[src/rtl/mem_port_arbiter.sv]
// mem_port_arbiter
// Shares one single-port synchronous word memory between the fetch and
// load/store requesters of the mini-MIPS core.
//
// Arbitration policy:
//   Data requests normally win over fetch. A streak counter limits this.
//   After MAX_D_STREAK consecutive data grants made while fetch was waiting,
//   the next grant goes to fetch.
//
// Access sequence:
//   Each access runs IDLE -> ISSUE -> (WAIT) -> RESP.
//   The winning requester gets a one-cycle ready pulse in RESP.
//
// Optional statistics counters:
//   Define MEM_ARB_STATS_EN to build them.
//   Without it, the stat_* ports are tied to 0.
//
// Parameters:
//   ADDR_W        word-address width of the memory (2**ADDR_W words)
//   LATENCY       cycles from the mem_en cycle to valid mem_rdata (1..7)
//   MAX_D_STREAK  consecutive data grants allowed while fetch waits
//
// Ports:
//   clk, reset          rising-edge clock, synchronous active-high reset
//   if_req/if_addr      fetch request and byte address
//   if_rdata/if_ready   fetched word and its completion pulse
//   d_req/d_we/d_addr/d_wdata  data request, store flag, byte address, store data
//   d_rdata/d_ready/d_err      load data, completion pulse, misaligned flag
//   mem_en/mem_we/mem_addr/mem_wdata/mem_rdata  memory port
//   stat_if_grants/stat_d_grants/stat_if_stall   optional statistics
module mem_port_arbiter #(
  parameter int ADDR_W       = 10,
  parameter int LATENCY      = 1,
  parameter int MAX_D_STREAK = 4
) (
  input  logic              clk,
  input  logic              reset,
  input  logic              if_req,
  input  logic [31:0]       if_addr,
  output logic [31:0]       if_rdata,
  output logic              if_ready,
  input  logic              d_req,
  input  logic              d_we,
  input  logic [31:0]       d_addr,
  input  logic [31:0]       d_wdata,
  output logic [31:0]       d_rdata,
  output logic              d_ready,
  output logic              d_err,
  output logic              mem_en,
  output logic              mem_we,
  output logic [ADDR_W-1:0] mem_addr,
  output logic [31:0]       mem_wdata,
  input  logic [31:0]       mem_rdata,
  output logic [15:0]       stat_if_grants,
  output logic [15:0]       stat_d_grants,
  output logic [15:0]       stat_if_stall
);

  localparam logic [1:0] ST_IDLE  = 2'd0;
  localparam logic [1:0] ST_ISSUE = 2'd1;
  localparam logic [1:0] ST_WAIT  = 2'd2;
  localparam logic [1:0] ST_RESP  = 2'd3;

  localparam int STREAK_W = (MAX_D_STREAK < 1) ? 1 : $clog2(MAX_D_STREAK + 1);
  localparam logic [STREAK_W-1:0] STREAK_MAX = STREAK_W'(MAX_D_STREAK);
  localparam logic [2:0] WAIT_LOAD = 3'(LATENCY);

  logic [1:0]          state;
  logic                sel_d;
  logic                sel_we;
  logic                sel_err;
  logic [2:0]          wait_cnt;
  logic [STREAK_W-1:0] streak;
  logic                pick_d;
  logic                pick_if;
  logic                d_misaligned;

  // Byte-offset bits of the fetch address and the address bits above the
  // memory are not needed by the arbiter.
  logic unused_addr_bits;
  assign unused_addr_bits = ^{if_addr[31:ADDR_W+2], if_addr[1:0], d_addr[31:ADDR_W+2]};

  // Data wins unless fetch is waiting and data has used up its streak
  // allowance. These selects are only acted on in IDLE.
  always_comb begin
    d_misaligned = (d_addr[1:0] != 2'b00);
    pick_d       = d_req && !(if_req && (streak == STREAK_MAX));
    pick_if      = if_req && !pick_d;
  end

  // Main sequencer.
  // Every output is a register, so each strobe is set on the transition
  // into the cycle where it must be visible.
  //
  // Misaligned data requests still pass through ISSUE. In ISSUE, mem_en is
  // held low for them. This gives them the same two-cycle response as a
  // store, without touching memory.
  always_ff @(posedge clk) begin
    if (reset) begin
      state     <= ST_IDLE;
      sel_d     <= 1'b0;
      sel_we    <= 1'b0;
      sel_err   <= 1'b0;
      wait_cnt  <= 3'd0;
      streak    <= '0;
      mem_en    <= 1'b0;
      mem_we    <= 1'b0;
      mem_addr  <= '0;
      mem_wdata <= 32'd0;
      if_ready  <= 1'b0;
      if_rdata  <= 32'd0;
      d_ready   <= 1'b0;
      d_err     <= 1'b0;
      d_rdata   <= 32'd0;
    end else begin
      mem_en   <= 1'b0;
      mem_we   <= 1'b0;
      if_ready <= 1'b0;
      d_ready  <= 1'b0;
      d_err    <= 1'b0;
      case (state)
        ST_IDLE: begin
          if (pick_d) begin
            sel_d   <= 1'b1;
            sel_we  <= d_we;
            sel_err <= d_misaligned;
            state   <= ST_ISSUE;
            if (!d_misaligned) begin
              mem_en    <= 1'b1;
              mem_we    <= d_we;
              mem_addr  <= d_addr[ADDR_W+1:2];
              mem_wdata <= d_wdata;
            end
            if (if_req) begin
              if (streak != STREAK_MAX) begin
                streak <= streak + 1'b1;
              end
            end else begin
              streak <= '0;
            end
          end else if (pick_if) begin
            sel_d    <= 1'b0;
            sel_we   <= 1'b0;
            sel_err  <= 1'b0;
            state    <= ST_ISSUE;
            mem_en   <= 1'b1;
            mem_addr <= if_addr[ADDR_W+1:2];
            streak   <= '0;
          end
        end
        ST_ISSUE: begin
          if (sel_err) begin
            d_ready <= 1'b1;
            d_err   <= 1'b1;
            d_rdata <= 32'd0;
            state   <= ST_RESP;
          end else if (sel_we) begin
            d_ready <= 1'b1;
            state   <= ST_RESP;
          end else begin
            wait_cnt <= WAIT_LOAD;
            state    <= ST_WAIT;
          end
        end
        ST_WAIT: begin
          wait_cnt <= wait_cnt - 3'd1;
          // A count of 1 marks the cycle LATENCY cycles after ISSUE.
          if (wait_cnt == 3'd1) begin
            if (sel_d) begin
              d_rdata <= mem_rdata;
              d_ready <= 1'b1;
            end else begin
              if_rdata <= mem_rdata;
              if_ready <= 1'b1;
            end
            state <= ST_RESP;
          end
        end
        default: begin
          state <= ST_IDLE;
        end
      endcase
    end
  end

`ifdef MEM_ARB_STATS_EN
  logic grant_d;
  logic grant_if;
  assign grant_d  = (state == ST_IDLE) && pick_d;
  assign grant_if = (state == ST_IDLE) && pick_if;

  // Saturating statistics counters.
  // A stall is any cycle where fetch is requesting and not being answered.
  always_ff @(posedge clk) begin
    if (reset) begin
      stat_if_grants <= 16'd0;
      stat_d_grants  <= 16'd0;
      stat_if_stall  <= 16'd0;
    end else begin
      if (grant_if && (stat_if_grants != 16'hFFFF)) begin
        stat_if_grants <= stat_if_grants + 16'd1;
      end
      if (grant_d && (stat_d_grants != 16'hFFFF)) begin
        stat_d_grants <= stat_d_grants + 16'd1;
      end
      if (if_req && !if_ready && (stat_if_stall != 16'hFFFF)) begin
        stat_if_stall <= stat_if_stall + 16'd1;
      end
    end
  end
`else
  assign stat_if_grants = 16'd0;
  assign stat_d_grants  = 16'd0;
  assign stat_if_stall  = 16'd0;
`endif

endmodule
[config.mk]
export PLATFORM = sky130hd
export DESIGN_NAME = mem_port_arbiter
export DESIGN_NICKNAME = d
export VERILOG_FILES = /design/src/rtl/mem_port_arbiter.sv
export SDC_FILE = /design/constraint.sdc
export NUM_CORES = 1
export LEC_CHECK = 0
export CORE_UTILIZATION = 32
export DETAILED_ROUTE_END_ITERATION = 12
export PLACE_DENSITY_LB_ADDON = 0.25
export SYNTH_ARGS = -nofsm -noshare
export SYNTH_HDL_FRONTEND = slang
export SYNTH_SLANG_ARGS = --single-unit
[constraint.sdc]
create_clock -name clk -period 2.7 [get_ports clk]
set_input_delay 0.54 -clock clk [delete_from_list [all_inputs] [get_ports clk]]
set_output_delay 0.54 -clock clk [all_outputs]
set_load 0.02 [all_outputs]
# Yosys cells after proc, flatten, opt, wreduce, memory -nomap -nowiden
# Cells that the tools add are included.
# Widths: inputs -> output; s select.
dict set report op_classes {
  bitwise_logic 7
  reduce_logical 21
  add_sub_neg 2
  mux 34
  eq_ne 13
}
# cell n
set ops {}
lappend ops {{$mux 32} 3}
lappend ops {{$pmux 32 s2} 1}
lappend ops {{$mux 10} 3}
lappend ops {{$mux 3} 6}
lappend ops {{$mux 1} 15}
lappend ops {{$reduce_and 3->1} 5}
lappend ops {{$ne 2x2->1 const B} 6}
lappend ops {{$not 1->1} 7}
lappend ops {{$mux 2} 3}
lappend ops {{$ne 3x3->1 const B} 2}
lappend ops {{$pmux 2 s3} 1}
lappend ops {{$pmux 3 s2} 1}
lappend ops {{$reduce_bool 2->1} 3}
lappend ops {{$reduce_and 2->1} 2}
lappend ops {{$reduce_and 4->1} 1}
lappend ops {{$reduce_or 2->1} 2}
lappend ops {{$reduce_or 4->1} 1}
lappend ops {{$add 3x1->3 const B} 1}
lappend ops {{$eq 3x1->1 const B} 1}
lappend ops {{$eq 3x3->1 const B} 1}
lappend ops {{$logic_and 1x1->1} 3}
lappend ops {{$ne 3x2->1 const B} 1}
lappend ops {{$reduce_or 3->1} 1}
lappend ops {{$sub 3x1->3 const B} 1}
lappend ops {{other kinds (5)} 6}
dict set report word_totals {
  regBits 122
  inputBits 133
}

# Logic depth before layout (Yosys ltp)
dict set report depth {
  word_depth 9
  depth_mapped 8
  ltp_nobuf 6
}

# Least setup slack after synthesis
# OpenSTA, ideal clock, no wires.
dict set report synth_path {
  path_type {reg-to-reg}
  from {reg state[0]}
  to {reg d_rdata[1]}
  required_time_ns 2.572
  n_path_buf 2
  arrival_time_ns 1.399
  synth_period_minus_slack_ns 1.527
  path_slack_ns 1.173
  setup_ns 0.128
  path_stages_with_launch 8
  path_cell_list {dfxtp_1 inv_1 ha_1 buf_2 a211o_1 buf_2 a22oi_1 nor2_1}
}
dict set report synth_via {
  elab_chain_len 3
  word_cells_on_any_way 8
  classes_between {eq/ne (5); mux (1); reduce/logical (2)}
}
# element line
set synth_rtl {}
lappend synth_rtl {{start, declared} 68} ;# logic [1:0] state;
lappend synth_rtl {{start signal, assigned} 100} ;# state <= ST_IDLE;
lappend synth_rtl {{start signal, assigned} 127} ;# state <= ST_ISSUE;
lappend synth_rtl {{start signal, assigned} 145} ;# state <= ST_ISSUE;
lappend synth_rtl {{$eq 2x2->1 or $eq 2x1->1 (tied branches)} 121} ;# case (state)
lappend synth_rtl {{$ne 2x2->1 (no line) or $reduce_bool 2->1 (tied branches)} n/a}
lappend synth_rtl {{$reduce_and 4->1 (no line)} n/a}
lappend synth_rtl {{end signal, assigned} 170} ;# d_rdata <= mem_rdata;
lappend synth_rtl {{end, declared} 46} ;# output logic [31:0] d_rdata,
# Parallel ways exist; a longest one is shown, timed or not.
# A chain may end at the register's enable or synchronous reset.

# Final worst setup path
dict set report layout_path {
  from {reg state[0]}
  to {reg d_rdata[25]}
}
# Same word-level chain as after synthesis.

==> flow_summary.yaml <==
clocking:
  postCtsSetupBuffers: 0
  cts_root_buffer: "clkbuf_16"
  cts_tree: "done"
  postCtsHoldBufs: 0
  clk_pin_slew_ns: 0.05
  numCtsBuffers: 17
  cts_resized: 0
  clk_path_buf_depth: 2
  clock_latency_ns: 0.41
  clock-sinks: 122
  htree_levels: 4
flow_run:
  drv_cap: 0
hold_path:
  min_path_type: "register to register"
setup_path:
  cp.required_ns: 3.04
  critPathKind: "register to register"
  critPathLaunchType: "register"
  cp_data_arrival_time_ns: 2.54
  worstSetupEndpointType: "register"
  worstPathMaxFanout: 32
status:
  status: "complete, no violations"
timing:
  hold_violations: 0
  relSlewSlack: 0.236
  fin_ws_ns: 0.495
  worstMarginPinSlew_ns: 1.15
  max_freq_ghz: 0.453
  setup_viol: 0
  tns_ns: 0
  grt_setup_unrepaired: "no"
  maxSlewViolCount: 0
  fin_crit_ns: 2.21
  skew_ns: 0.00748
  fin_crit_sh: 0.817
place:
  gp_congestion: 0.756
  port-buffer-count: 201
  dp_slack_ns: 0.470
  dp.final_hpwl_um: 9260
cells_and_area:
  antenna_cells: 0
  area_delta_synth_final_pct: 51.3
  fin_nets: 915
  nFillCells: 1388
  layout-drive-gt1-share: 0.0688
detailed_routing:
  drc: 0
  ant_nets: 0
  drtIter0Drc: 207
  drt_first_pass_iters: 6
  wl_per_cell_um: 13.9
  routed_wirelength_um: 13500
  viasPerCell: 4.58
  vias: 4458
synthesis:
  syn_inst: 587
  ys_seq_area_frac: 0.493
  post_synth.cell_area_avg_sq_um: 8.43
  ys_warn_count: 0
  synth-seq-cells: 122
  async_flop_share: 0
  synth_edf_count: 0
  synthFlopType: "dfxtp_1"
  netlist-cell-type-count: 38
  syn_area_sq_um: 4950
floorplanning:
  start_util: 0.327
  design.portCount: 292
  die_y_um: 126
  dieArea_sq_um: 16000
  fp.dieW_um: 126
  core_sq_um: 15100
  rows: 45
power:
  power_frac_comb: 0.247
  pwr-share-clk: 0.400
  power_leakage_nw: 2.72
  p_int_w: 0.00406
  power_density_nw_per_um2: 773
  switchingPower_w: 0.00172
  power_switching_share: 0.298
  seqPwrFrac: 0.354
  vdd_drop_max_v: 0.000430
grt:
  grt_first_pass_wirelength_um: 21600
  antenna_found_initial: 0
  grt_pass1_vias: 4356
  grt_max_degree: 57
  grt_usage: 0.172
  overflow: 0
-- worst paths after layout --
path                                    start             to  slack, ns  depth (start not counted)
worst max-delay path                 state[0]    d_rdata[25]       0.49                          6
worst min-delay path            mem_wdata[31]  mem_wdata[31]       0.45                          2
worst max register to register       state[0]    d_rdata[25]       0.49                          6
worst min register to register  mem_wdata[31]  mem_wdata[31]       0.45                          2
-- cells in the mapped netlist, types with 2 or more instances --
cell	n	area, sq um
buf_4	49	368
o21ai_0	2	10.0
inv_1	6	22.5
buf_2	23	115
nand4_1	4	25.0
and2_1	2	12.5
mux2i_1	2	20.0
a21oi_1	73	365
a311oi_2	9	135
nor2b_1	3	18.8
nand3b_1	2	15.0
dfxtp_1	122	2440
nand2_1	159	597
ha_1	8	100
a22oi_1	33	248
nor2_1	51	191
nand4b_1	2	17.5
nand2b_1	2	12.5
clkbuf_1	14	52.6
buf_6	3	33.8
-- critical path, cell delays in order (launching register included) --
cell	delay (ns)
dfxtp_1	0.38
inv_1	0.09
ha_1	0.32
nor2_1	0.14
a211o_1	0.88
a22oi_1	0.15
nor2_1	0.17
-- registers in the layout, summed over array words and instances, names as in the netlist --
register / flops
mem_we: 1
sel_err: 1
if_rdata: 32
d_ready: 1
d_err: 1
mem_en: 1
wait_cnt: 3
mem_addr: 10
state: 2
d_rdata: 32
if_ready: 1
mem_wdata: 32
sel_we: 1
sel_d: 1
streak: 3
-- placed cells by master (no fill, tap or decap), types with 6 or more instances in the layout --
master           count
buf_4                9
clkbuf_16           17
dfxtp_1            122
conb_1              48
nor2_1              51
clkdlybuf4s50_1    200
a22oi_1             33
a21oi_1             73
inv_1                6
ha_1                 8
a311oi_2             9
nand2_1            159
-- logic make-up after synthesis --
logic type | share of synthesized area
adders and majority gates | 0.0202
other | 0.000757
AOI/OAI and AO/OA | 0.168
buffers and inverters | 0.120
DFF | 0.493
and+or+nand+nor | 0.195
muxes | 0.00404
-- final cells by class --
class	instances	area, sq um	share of cell area
clock buffer	22	484	0.0646
sequential	122	2440	0.326
inverter	6	22.5	0.00301
multi-input combinational	417	2100	0.280
timing repair buffer	210	2090	0.279
tap	188	235	0.0314
clock inverter	8	118	0.0157
-- power groups by stage --
stage | Clock, W | Combinational, W | Sequential [W]
floorplan | 0 | 0.000836 | 0.00220
global placement | 0 | 0.00140 | 0.00207
detailed placement | 0 | 0.00144 | 0.00208
CTS | 0.00237 | 0.00144 | 0.00205
global route | 0.00245 | 0.00157 | 0.00206
finish | 0.00231 | 0.00143 | 0.00205
-- metal layers --
layer	share of wire	GRT usage
met1	0.41	0.184
met2	0.48	0.298
met3	0.098	0.0806
met4	0.013	0.0581
met5	0	0
-- through the flow --
| step | area [sq um] | util | total power (W) | hold WS [ns] | instances |
|---|---|---|---|---|---|
| global route | 7490 | 0.495 | 0.00608 | 0.471 | 973 |
| CTS | 7490 | 0.495 | 0.00586 | 0.454 | 973 |
| floorplan | 5130 | - | 0.00304 | 0.428 | 634 |
| detailed placement | 6890 | 0.455 | 0.00352 | 0.447 | 943 |
| global placement | 6890 | 0.455 | 0.00347 | 0.440 | 943 |
| finish | 7490 | 0.495 | 0.00579 | 0.451 | 973 |
Power figures use the tool's default switching activity.
